### src/rtl/alu_pkg.sv
// rtl/alu_pkg.sv - shared ALU control codes, FSM encoding and requester id type
package alu_pkg;

    localparam logic [2:0] ALU_ADD = 3'b000;
    localparam logic [2:0] ALU_SUB = 3'b001;
    localparam logic [2:0] ALU_AND = 3'b010;
    localparam logic [2:0] ALU_OR  = 3'b011;

    localparam int ID_W = 1;
    typedef logic [ID_W-1:0] id_t;

    typedef enum logic [1:0] {
        ST_IDLE = 2'd0,
        ST_EXEC = 2'd1,
        ST_RESP = 2'd2
    } state_t;

    // Only the four basic codes are implemented by the external ALU; 1xx is rejected.
    function automatic logic ctrl_supported(input logic [2:0] ctrl);
        return (ctrl == ALU_ADD) || (ctrl == ALU_SUB) || (ctrl == ALU_AND) || (ctrl == ALU_OR);
    endfunction

endpackage

### src/rtl/alu_arbiter_if.sv
// rtl/alu_arbiter_if.sv - request/response/ALU bundle between requesters and the arbiter
interface alu_arbiter_if #(
    parameter int WIDTH = 32
);
    logic             req0_valid;
    logic             req0_ready;
    logic [WIDTH-1:0] req0_a;
    logic [WIDTH-1:0] req0_b;
    logic [2:0]       req0_ctrl;

    logic             req1_valid;
    logic             req1_ready;
    logic [WIDTH-1:0] req1_a;
    logic [WIDTH-1:0] req1_b;
    logic [2:0]       req1_ctrl;

    logic             rsp0_valid;
    logic             rsp0_ready;
    logic             rsp1_valid;
    logic             rsp1_ready;
    logic [WIDTH-1:0] rsp_result;
    logic             rsp_zero;
    logic             rsp_err;

    logic [WIDTH-1:0] alu_a;
    logic [WIDTH-1:0] alu_b;
    logic [2:0]       alu_ctrl;
    logic [WIDTH-1:0] alu_result;

    logic             busy;

    modport slave (
        input  req0_valid, req0_a, req0_b, req0_ctrl,
        input  req1_valid, req1_a, req1_b, req1_ctrl,
        output req0_ready, req1_ready,
        output rsp0_valid, rsp1_valid, rsp_result, rsp_zero, rsp_err,
        input  rsp0_ready, rsp1_ready,
        output alu_a, alu_b, alu_ctrl,
        input  alu_result,
        output busy
    );

    modport master (
        output req0_valid, req0_a, req0_b, req0_ctrl,
        output req1_valid, req1_a, req1_b, req1_ctrl,
        input  req0_ready, req1_ready,
        input  rsp0_valid, rsp1_valid, rsp_result, rsp_zero, rsp_err,
        output rsp0_ready, rsp1_ready,
        input  alu_a, alu_b, alu_ctrl,
        output alu_result,
        input  busy
    );

endinterface

### src/rtl/rr_arb2.sv
// rtl/rr_arb2.sv - two-way round-robin grant selection
module rr_arb2 (
    input  logic [1:0] valid_i,
    input  logic       ptr_i,
    output logic       gnt_valid_o,
    output logic       gnt_id_o
);

    // A lone requester always wins; on contention the pointer decides.
    always_comb begin
        gnt_valid_o = |valid_i;
        gnt_id_o    = (&valid_i) ? ptr_i : valid_i[1];
    end

endmodule

### src/rtl/alu_arbiter.sv
// rtl/alu_arbiter.sv - shares one external ALU between two requesters
module alu_arbiter
    import alu_pkg::*;
#(
    parameter int WIDTH = 32
) (
    input  logic         clk,
    input  logic         reset,
    alu_arbiter_if.slave bus
);

    state_t           state_q;
    logic [WIDTH-1:0] a_q;
    logic [WIDTH-1:0] b_q;
    logic [2:0]       ctrl_q;
    id_t              id_q;
    logic             rr_ptr_q;
    logic [WIDTH-1:0] result_q;
    logic             zero_q;
    logic             err_q;
    logic             rsp0_valid_q;
    logic             rsp1_valid_q;
    logic             busy_q;

    logic             gnt_valid;
    logic             gnt_id;
    logic             accept;
    logic             rsp_hs;
    logic [WIDTH-1:0] a_d;
    logic [WIDTH-1:0] b_d;
    logic [2:0]       ctrl_d;
    id_t              id_d;
    logic             err_d;
    logic [WIDTH-1:0] result_d;

    rr_arb2 u_rr_arb2 (
        .valid_i     ({bus.req1_valid, bus.req0_valid}),
        .ptr_i       (rr_ptr_q),
        .gnt_valid_o (gnt_valid),
        .gnt_id_o    (gnt_id)
    );

    // Grant, operand select and result qualification; ready is held low while in reset.
    always_comb begin
        accept   = (state_q == ST_IDLE) && !reset && gnt_valid;
        rsp_hs   = (rsp0_valid_q && bus.rsp0_ready) || (rsp1_valid_q && bus.rsp1_ready);
        a_d      = gnt_id ? bus.req1_a : bus.req0_a;
        b_d      = gnt_id ? bus.req1_b : bus.req0_b;
        ctrl_d   = gnt_id ? bus.req1_ctrl : bus.req0_ctrl;
        id_d     = id_t'(gnt_id);
        err_d    = !ctrl_supported(ctrl_q);
        result_d = err_d ? '0 : bus.alu_result;
    end

    assign bus.req0_ready = accept && !gnt_id;
    assign bus.req1_ready = accept && gnt_id;

    // The ALU only sees captured operands during EXEC so it idles at zero otherwise.
    always_comb begin
        bus.alu_a    = '0;
        bus.alu_b    = '0;
        bus.alu_ctrl = '0;
        if (state_q == ST_EXEC) begin
            bus.alu_a    = a_q;
            bus.alu_b    = b_q;
            bus.alu_ctrl = ctrl_q;
        end
    end

    assign bus.rsp0_valid = rsp0_valid_q;
    assign bus.rsp1_valid = rsp1_valid_q;
    assign bus.rsp_result = result_q;
    assign bus.rsp_zero   = zero_q;
    assign bus.rsp_err    = err_q;
    assign bus.busy       = busy_q;

    // Request capture, ALU result register and response hold; reset drops any in-flight op.
    always_ff @(posedge clk) begin
        if (reset) begin
            state_q      <= ST_IDLE;
            a_q          <= '0;
            b_q          <= '0;
            ctrl_q       <= '0;
            id_q         <= '0;
            rr_ptr_q     <= 1'b0;
            result_q     <= '0;
            zero_q       <= 1'b0;
            err_q        <= 1'b0;
            rsp0_valid_q <= 1'b0;
            rsp1_valid_q <= 1'b0;
            busy_q       <= 1'b0;
        end else begin
            case (state_q)
                ST_IDLE: begin
                    if (accept) begin
                        a_q     <= a_d;
                        b_q     <= b_d;
                        ctrl_q  <= ctrl_d;
                        id_q    <= id_d;
                        busy_q  <= 1'b1;
                        state_q <= ST_EXEC;
                    end
                end
                ST_EXEC: begin
                    result_q     <= result_d;
                    zero_q       <= (result_d == '0);
                    err_q        <= err_d;
                    rsp0_valid_q <= (id_q == id_t'(0));
                    rsp1_valid_q <= (id_q == id_t'(1));
                    state_q      <= ST_RESP;
                end
                ST_RESP: begin
                    if (rsp_hs) begin
                        rsp0_valid_q <= 1'b0;
                        rsp1_valid_q <= 1'b0;
                        rr_ptr_q     <= ~id_q;
                        busy_q       <= 1'b0;
                        state_q      <= ST_IDLE;
                    end
                end
                default: begin
                    state_q <= ST_IDLE;
                end
            endcase
        end
    end

endmodule

### src/flat_wrapper.sv
// flat-port wrapper written by rule: the top's interface ports become plain ports
module alu_arbiter_flat import alu_pkg::*;
#(
    parameter int WIDTH = 32
)
  (clk, reset, bus_req0_valid, bus_req0_a, bus_req0_b, bus_req0_ctrl, bus_req1_valid, bus_req1_a, bus_req1_b, bus_req1_ctrl, bus_req0_ready, bus_req1_ready, bus_rsp0_valid, bus_rsp1_valid, bus_rsp_result, bus_rsp_zero, bus_rsp_err, bus_rsp0_ready, bus_rsp1_ready, bus_alu_a, bus_alu_b, bus_alu_ctrl, bus_alu_result, bus_busy);
  alu_arbiter_if #(.WIDTH(WIDTH)) bus_i ();
  input  logic clk;
  input  logic reset;
  input wire logic [$bits(bus_i.req0_valid)-1:0] bus_req0_valid;
  input wire logic [$bits(bus_i.req0_a)-1:0] bus_req0_a;
  input wire logic [$bits(bus_i.req0_b)-1:0] bus_req0_b;
  input wire logic [$bits(bus_i.req0_ctrl)-1:0] bus_req0_ctrl;
  input wire logic [$bits(bus_i.req1_valid)-1:0] bus_req1_valid;
  input wire logic [$bits(bus_i.req1_a)-1:0] bus_req1_a;
  input wire logic [$bits(bus_i.req1_b)-1:0] bus_req1_b;
  input wire logic [$bits(bus_i.req1_ctrl)-1:0] bus_req1_ctrl;
  output wire logic [$bits(bus_i.req0_ready)-1:0] bus_req0_ready;
  output wire logic [$bits(bus_i.req1_ready)-1:0] bus_req1_ready;
  output wire logic [$bits(bus_i.rsp0_valid)-1:0] bus_rsp0_valid;
  output wire logic [$bits(bus_i.rsp1_valid)-1:0] bus_rsp1_valid;
  output wire logic [$bits(bus_i.rsp_result)-1:0] bus_rsp_result;
  output wire logic [$bits(bus_i.rsp_zero)-1:0] bus_rsp_zero;
  output wire logic [$bits(bus_i.rsp_err)-1:0] bus_rsp_err;
  input wire logic [$bits(bus_i.rsp0_ready)-1:0] bus_rsp0_ready;
  input wire logic [$bits(bus_i.rsp1_ready)-1:0] bus_rsp1_ready;
  output wire logic [$bits(bus_i.alu_a)-1:0] bus_alu_a;
  output wire logic [$bits(bus_i.alu_b)-1:0] bus_alu_b;
  output wire logic [$bits(bus_i.alu_ctrl)-1:0] bus_alu_ctrl;
  input wire logic [$bits(bus_i.alu_result)-1:0] bus_alu_result;
  output wire logic [$bits(bus_i.busy)-1:0] bus_busy;
  assign bus_i.req0_valid = bus_req0_valid;
  assign bus_i.req0_a = bus_req0_a;
  assign bus_i.req0_b = bus_req0_b;
  assign bus_i.req0_ctrl = bus_req0_ctrl;
  assign bus_i.req1_valid = bus_req1_valid;
  assign bus_i.req1_a = bus_req1_a;
  assign bus_i.req1_b = bus_req1_b;
  assign bus_i.req1_ctrl = bus_req1_ctrl;
  assign bus_req0_ready = bus_i.req0_ready;
  assign bus_req1_ready = bus_i.req1_ready;
  assign bus_rsp0_valid = bus_i.rsp0_valid;
  assign bus_rsp1_valid = bus_i.rsp1_valid;
  assign bus_rsp_result = bus_i.rsp_result;
  assign bus_rsp_zero = bus_i.rsp_zero;
  assign bus_rsp_err = bus_i.rsp_err;
  assign bus_i.rsp0_ready = bus_rsp0_ready;
  assign bus_i.rsp1_ready = bus_rsp1_ready;
  assign bus_alu_a = bus_i.alu_a;
  assign bus_alu_b = bus_i.alu_b;
  assign bus_alu_ctrl = bus_i.alu_ctrl;
  assign bus_i.alu_result = bus_alu_result;
  assign bus_busy = bus_i.busy;
  alu_arbiter #(.WIDTH(WIDTH)) u_core (.clk(clk), .reset(reset), .bus(bus_i));
endmodule
### config.mk
export PLATFORM = sky130hd
export DESIGN_NAME = alu_arbiter_flat
export DESIGN_NICKNAME = d
export VERILOG_FILES = /design/src/rtl/alu_pkg.sv /design/src/rtl/alu_arbiter_if.sv /design/src/rtl/rr_arb2.sv /design/src/rtl/alu_arbiter.sv /design/src/flat_wrapper.sv
export SDC_FILE = /design/constraint.sdc
export NUM_CORES = 1
export LEC_CHECK = 0
export CAP_MARGIN = 20
export CORE_ASPECT_RATIO = 0.75
export CORE_MARGIN = 4
export CORE_UTILIZATION = 35
export CTS_CLUSTER_SIZE = 30
export DETAILED_ROUTE_END_ITERATION = 12
export DONT_BUFFER_PORTS = 1
export HOLD_SLACK_MARGIN = 0.06
export PLACE_DENSITY = 0.53
export SYNTH_ARGS = -nofsm -noshare
export SYNTH_HDL_FRONTEND = slang
export SYNTH_SLANG_ARGS = --single-unit
### constraint.sdc
create_clock -name clk -period 1.6 [get_ports clk]
set_input_delay 0.16 -clock clk [delete_from_list [all_inputs] [get_ports clk]]
set_output_delay 0.16 -clock clk [all_outputs]
set_load 0.005 [all_outputs]
# After elaboration in Yosys (flattened, before gate mapping)
# Cells that the tools add are included.
[totals]
register_bits = 108
inputBits = 172
output_inout_bits = 106
elab_cells = 61
[classes]
n_eq_ne = 7
n_mux = 16
bitwise = 1
reduce_logical = 25
[ops]
columns = ["operator", "count"]
rows = [
  ["32-bit 2-to-1 mux", 5],
  ["32-bit logical NOT", 1],
  ["2-bit AND reduction", 5],
  ["3-bit by 2-bit equality test with 1-bit output (second input constant)", 2],
  ["1-bit logical AND", 6],
  ["3-bit 2-to-1 mux", 2],
  ["1-bit one-hot mux with 2 select lines", 3],
  ["2-bit one-hot mux with 3 select lines", 1],
  ["1-bit logical OR", 4],
  ["2-bit 2-to-1 mux", 2],
  ["2-bit by 1-bit != test with 1-bit output (second input constant)", 2],
  ["2-bit nonzero test", 2],
  ["3-bit by 1-bit equality test with 1-bit output (second input constant)", 1],
  ["1-bit logical NOT", 3],
  ["3-bit logical NOT", 1],
  ["1-bit 2-to-1 mux", 3],
  ["3-bit AND reduction", 1],
  ["2-bit by 1-bit equality test with 1-bit output (second input constant)", 1],
  ["2-bit equality test (second input constant)", 1],
  ["2-bit logical NOT", 1],
  ["2-bit OR reduction", 1],
  ["1-bit NOT", 1],
]

# Logic depth before layout (Yosys ltp)
[logic_depth]
word_depth = 6
depth_mapped = 8
ltp_nobuf = 4

# Hierarchy
# Synthesis repeated with hierarchy kept, for this count alone.
[hier_totals]
hier_cells = 570
hier_area_um2 = 5253.8
[by_module_without_submodules]
columns = ["module", "instances", "cells_each", "area_per_inst_um2", "seq_area_each_um2"]
rows = [
  ["alu_arbiter", 1, 567, 5236.3, 2162.1],
  ["rr_arb2", 1, 3, 17.5, 0.0],
]

# Worst setup path after synthesis
# No wires, ideal clock.
[synth_timing]
kind = "register to register"
from = "reg u_core.state_q[1]"
to = "reg u_core.a_q[26]"
t_arrival_ps = 1233
path_slack_ps = 276
path_stages_with_launch = 6
path_cell_list = "dfxtp_1 -> nor3_4 -> buf_4 -> buf_6 -> a21oi_1 -> a311oi_1"
[synth_between]
elab_chain_len = 4
[synth_lines]
columns = ["item", "line", "source"]
rows = [
  ["start: declaration", "alu_arbiter.sv:12", "state_t state_q;"],
  ["start signal: assignment", "alu_arbiter.sv:80", "state_q <= ST_IDLE;"],
  ["start signal: assignment", "alu_arbiter.sv:101", "state_q <= ST_EXEC;"],
  ["start signal: assignment", "alu_arbiter.sv:110", "state_q <= ST_RESP;"],
  ["2-bit logical NOT (*)", "alu_arbiter.sv:45, alu_arbiter.sv:93", ""],
  ["1-bit logical AND (2 in a row)", "alu_arbiter.sv:45", "accept = (state_q == ST_IDLE) && !reset && gnt_valid;"],
  ["2-bit AND reduction (no source line) (*)", "--", ""],
  ["end signal: assignment", "alu_arbiter.sv:81", "a_q <= '0;"],
  ["end signal: assignment", "alu_arbiter.sv:96", "a_q <= a_d;"],
  ["end: declaration", "alu_arbiter.sv:13", "logic [WIDTH-1:0] a_q;"],
]
# Every way passes the cells marked *; elsewhere a longest branch is shown, timed or not.
# A chain may end at the register's enable or synchronous reset.

# Final worst setup path
[layout_timing]
from = "reg u_core.state_q[1]"
to = "out bus_alu_a[26]"
[layout_between]
elab_chain_len = 2
[layout_lines]
columns = ["item", "line", "source"]
rows = [
  ["2-bit by 1-bit equality test with 1-bit output", "alu_arbiter.sv:63", "if (state_q == ST_EXEC) begin"],
  ["32-bit 2-to-1 mux", "alu_arbiter.sv:63", ""],
  ["end: declaration", "flat_wrapper.sv:27", "output wire logic [$bits(bus_i.alu_a)-1:0] bus_alu_a;"],
]
# Every way passes these cells.

==> flow_summary.ini <==
[synthesis]
synth_largest_area_cell = dfxtp_1
ys.flop_type = dfxtp_1
synth_area_leaders = dfxtp_1 (39%), nand3b_1 (14%), a311oi_1 (10%), a21oi_1 (9.6%), and2_1 (7.5%)
ys_seq_area_frac = 0.392
synth_common_cells = dfxtp_1 (108), a21oi_1 (106), nand3b_1 (100)
synth-edff-count = 0
postSynthNetCount = 839
synth_top_area_share = 0.392
ys_types = 31
synth_area_um2 = 5520
yosysWarningCount = 0
synth_seq_cells = 108
synth_area_per_cell_um2 = 8.27
synth.most_common_cell = dfxtp_1
async_flop_share = 0
synthCells = 667

[worst_setup_path]
crit_type = reg2out
cp_max_fo = 12
critical-path-max-stage-delay_ps = 340
critPathSlowestCell = dfxtp_2
timing.critical_path.required_ps = 1440
regToRegStartpoint = u_core.state_q[1]$_SDFFE_PP0P_
start_kind = flop
endpoint_kind = output port
crit_chain = buf_6 -> nor2b_4 -> buf_4 -> clkbuf_16 -> and2_1
reg2reg_depth = 6
reg2reg_slack_ps = 80
rr_endpoint = u_core.b_q[15]$_SDFFE_PP0P_
crit_arrival_ps = 1450

[outcome]
failed_checks = negative hold slack, negative setup slack
status = finished, violations left

[timing]
rsz0062_at_grt = yes
period_minus_slack_ps = 1610
worst_pin_slew_ps = 600
timing.fmax_ghz = 0.622
max_slew_margin = 0.600
finClkSkew_ps = 12.3
fin_ws_ps = -7.07
hold_slack_ps = -119
drv_slew = 0
hold_viol = 106
finalSetupTns_ps = -17.8
fin_crit_sh = 1.00
setup_viol = 7

[placement]
pre_cts_slack_ps = 74.8
place_hpwl_um = 12300
place.port_buffers = 0
place_congestion = 0.810

[global_routing]
overflow = 0
antenna_found_initial = 1
grt_max_degree = 110
track_usage = 0.195
grt_pass1_wl_um = 28100
grt_pass1_vias = 4937

[routing]
vias_per_cell = 6.10
wl_per_cell_um = 23.2
drc = 0
vias = 5207
first_pass_iters = 5
drtIter0Drc = 384
routed_wirelength_um = 19800
antenna_left = 0

[floorplan]
die_area_um2 = 17900
start_util = 0.360
core_um2 = 15300
die_y_um = 117
ios = 278
die_x_um = 153
rows = 39

[cells_and_area]
layout-drive-gt1-share = 0.188
diodes = 0
final_nets = 815
syn2layout_area_growth_pct = 17.4
post-route-util = 0.423

[clocking]
cts_max_path_buffers = 2
clkSlewWorstSetupHoldPaths_ps = 80
htreeDepth = 3
clock-sinks = 108
clock_latency_ps = 360
tritoncts = built
numCtsBuffers = 9
root_buffer = clkbuf_16
postCtsHoldBufs = 1

[worst_hold_path]
min_path_cells = 1
whs_endpoint = u_core.rr_ptr_q$_SDFFE_PP0P_
hold_class = in2reg
min_from = reset

[pwr]
total_power_mw = 6.81
pwr_density_cell_nw_per_um2 = 1050
p_leak_nw = 2.13
ir_drop_mv = 0.439

[job]
cap_violations = 0
## metal layers
metal,GRT usage,wire length [um],vias up
met1,0.249,8240,2491
met4,0.0617,316,2
li1,-,-,2402
met3,0.0785,2060,25
met5,0,13,-
met2,0.305,9160,287
## cell families (layout without fill, tap and decap cells)
group / after synthesis / count (layout) / share of synthesized area
AOI/OAI and AO/OA: 248 / 248 / 0.275
and+or+nand+nor: 226 / 226 / 0.265
DFF: 108 / 108 / 0.392
buffers and inverters: 85 / 66 / 0.0687
## what timing repair did
action | CTS | global route
gates resized for setup | 10 | 51
cloned | 2 | 7
setup buffers | 7 | 8
hold endpoints to repair | 107 | 106
setup endpoints to repair | 68 | 73
pin swaps | 2 | 18
## registers in the layout, indices dropped and copies added, names as in the netlist
name and cells:
u_core.a_q 32, u_core.bus.rsp0_valid 1, u_core.id_q 1, u_core.state_q 2, u_core.b_q 32, u_core.ctrl_q 3
u_core.bus.rsp1_valid 1, u_core.rr_ptr_q 1, u_core.bus.rsp_result 32, u_core.bus.rsp_zero 1, u_core.bus.busy 1, u_core.bus.rsp_err 1
## worst max-delay path, delay by kind of cell, from the launching register on
kind / cells / cell delay (ps)
buffers and inverters: 3 / 440
DFF: 1 / 340
and+or+nand+nor: 2 / 300
## through the flow
step / instances / cell area (um^2)
floorplan: 667 / 5520
detailed placement: 812 / 5680
finish: 853 / 6480
global route: 853 / 6480
CTS: 838 / 6140
global placement: 812 / 5680
## how the worst max path moves through the flow
| stage | start | end | slack, ps | cells past startpoint |
|---|---|---|---|---|
| after global placement | u_core.state_q[0]$_SDFFE_PP0P_ | u_core.b_q[27]$_SDFFE_PP0P_ | 150 | 4 |
| after CTS | u_core.state_q[1]$_SDFFE_PP0P_ | bus_alu_b[17] | -40 | 4 |
| after floorplan | u_core.state_q[1]$_SDFFE_PP0P_ | u_core.a_q[26]$_SDFFE_PP0P_ | 280 | 5 |
| after detailed placement | u_core.state_q[0]$_SDFFE_PP0P_ | u_core.b_q[23]$_SDFFE_PP0P_ | 70 | 4 |
| after global routing | u_core.state_q[1]$_SDFFE_PP0P_ | bus_alu_b[9] | -70 | 5 |
| final | u_core.state_q[1]$_SDFFE_PP0P_ | bus_alu_a[26] | -7 | 5 |
## cell type report
class / count / area [um^2]
Multi-Input combinational cell: 474 / 3110
Clock buffer: 9 / 225
Timing Repair Buffer: 47 / 607
Inverter: 3 / 23.8
Sequential cell: 108 / 2170
Fill cell: 1558 / 8840
Clock inverter: 7 / 88.8
Tap cell: 205 / 256
## power breakdown
| group | internal, mW | switching [mW] |
|---|---|---|
| Sequential | 2.93 | 0.164 |
| Combinational | 0.670 | 0.714 |
| Clock | 1.13 | 1.19 |
## placed cells by master, fill, tap and decap left out, types with 3 or more instances in the layout
cell type	Yosys	final
a21oi_1	106	106
dfxtp_1	108	106
nand3b_1	100	100
o21ai_0	69	69
a311oi_1	66	66
and2_4	0	48
nand2_1	34	34
buf_4	2	26
and2_1	66	18
clkbuf_16	0	14
nor4_1	7	7
buf_12	0	7
buf_6	4	5
clkinv_8	0	4
nand2b_1	3	3
nor2_1	3	3
No activity file was read; power rests on OpenSTA's default activity.
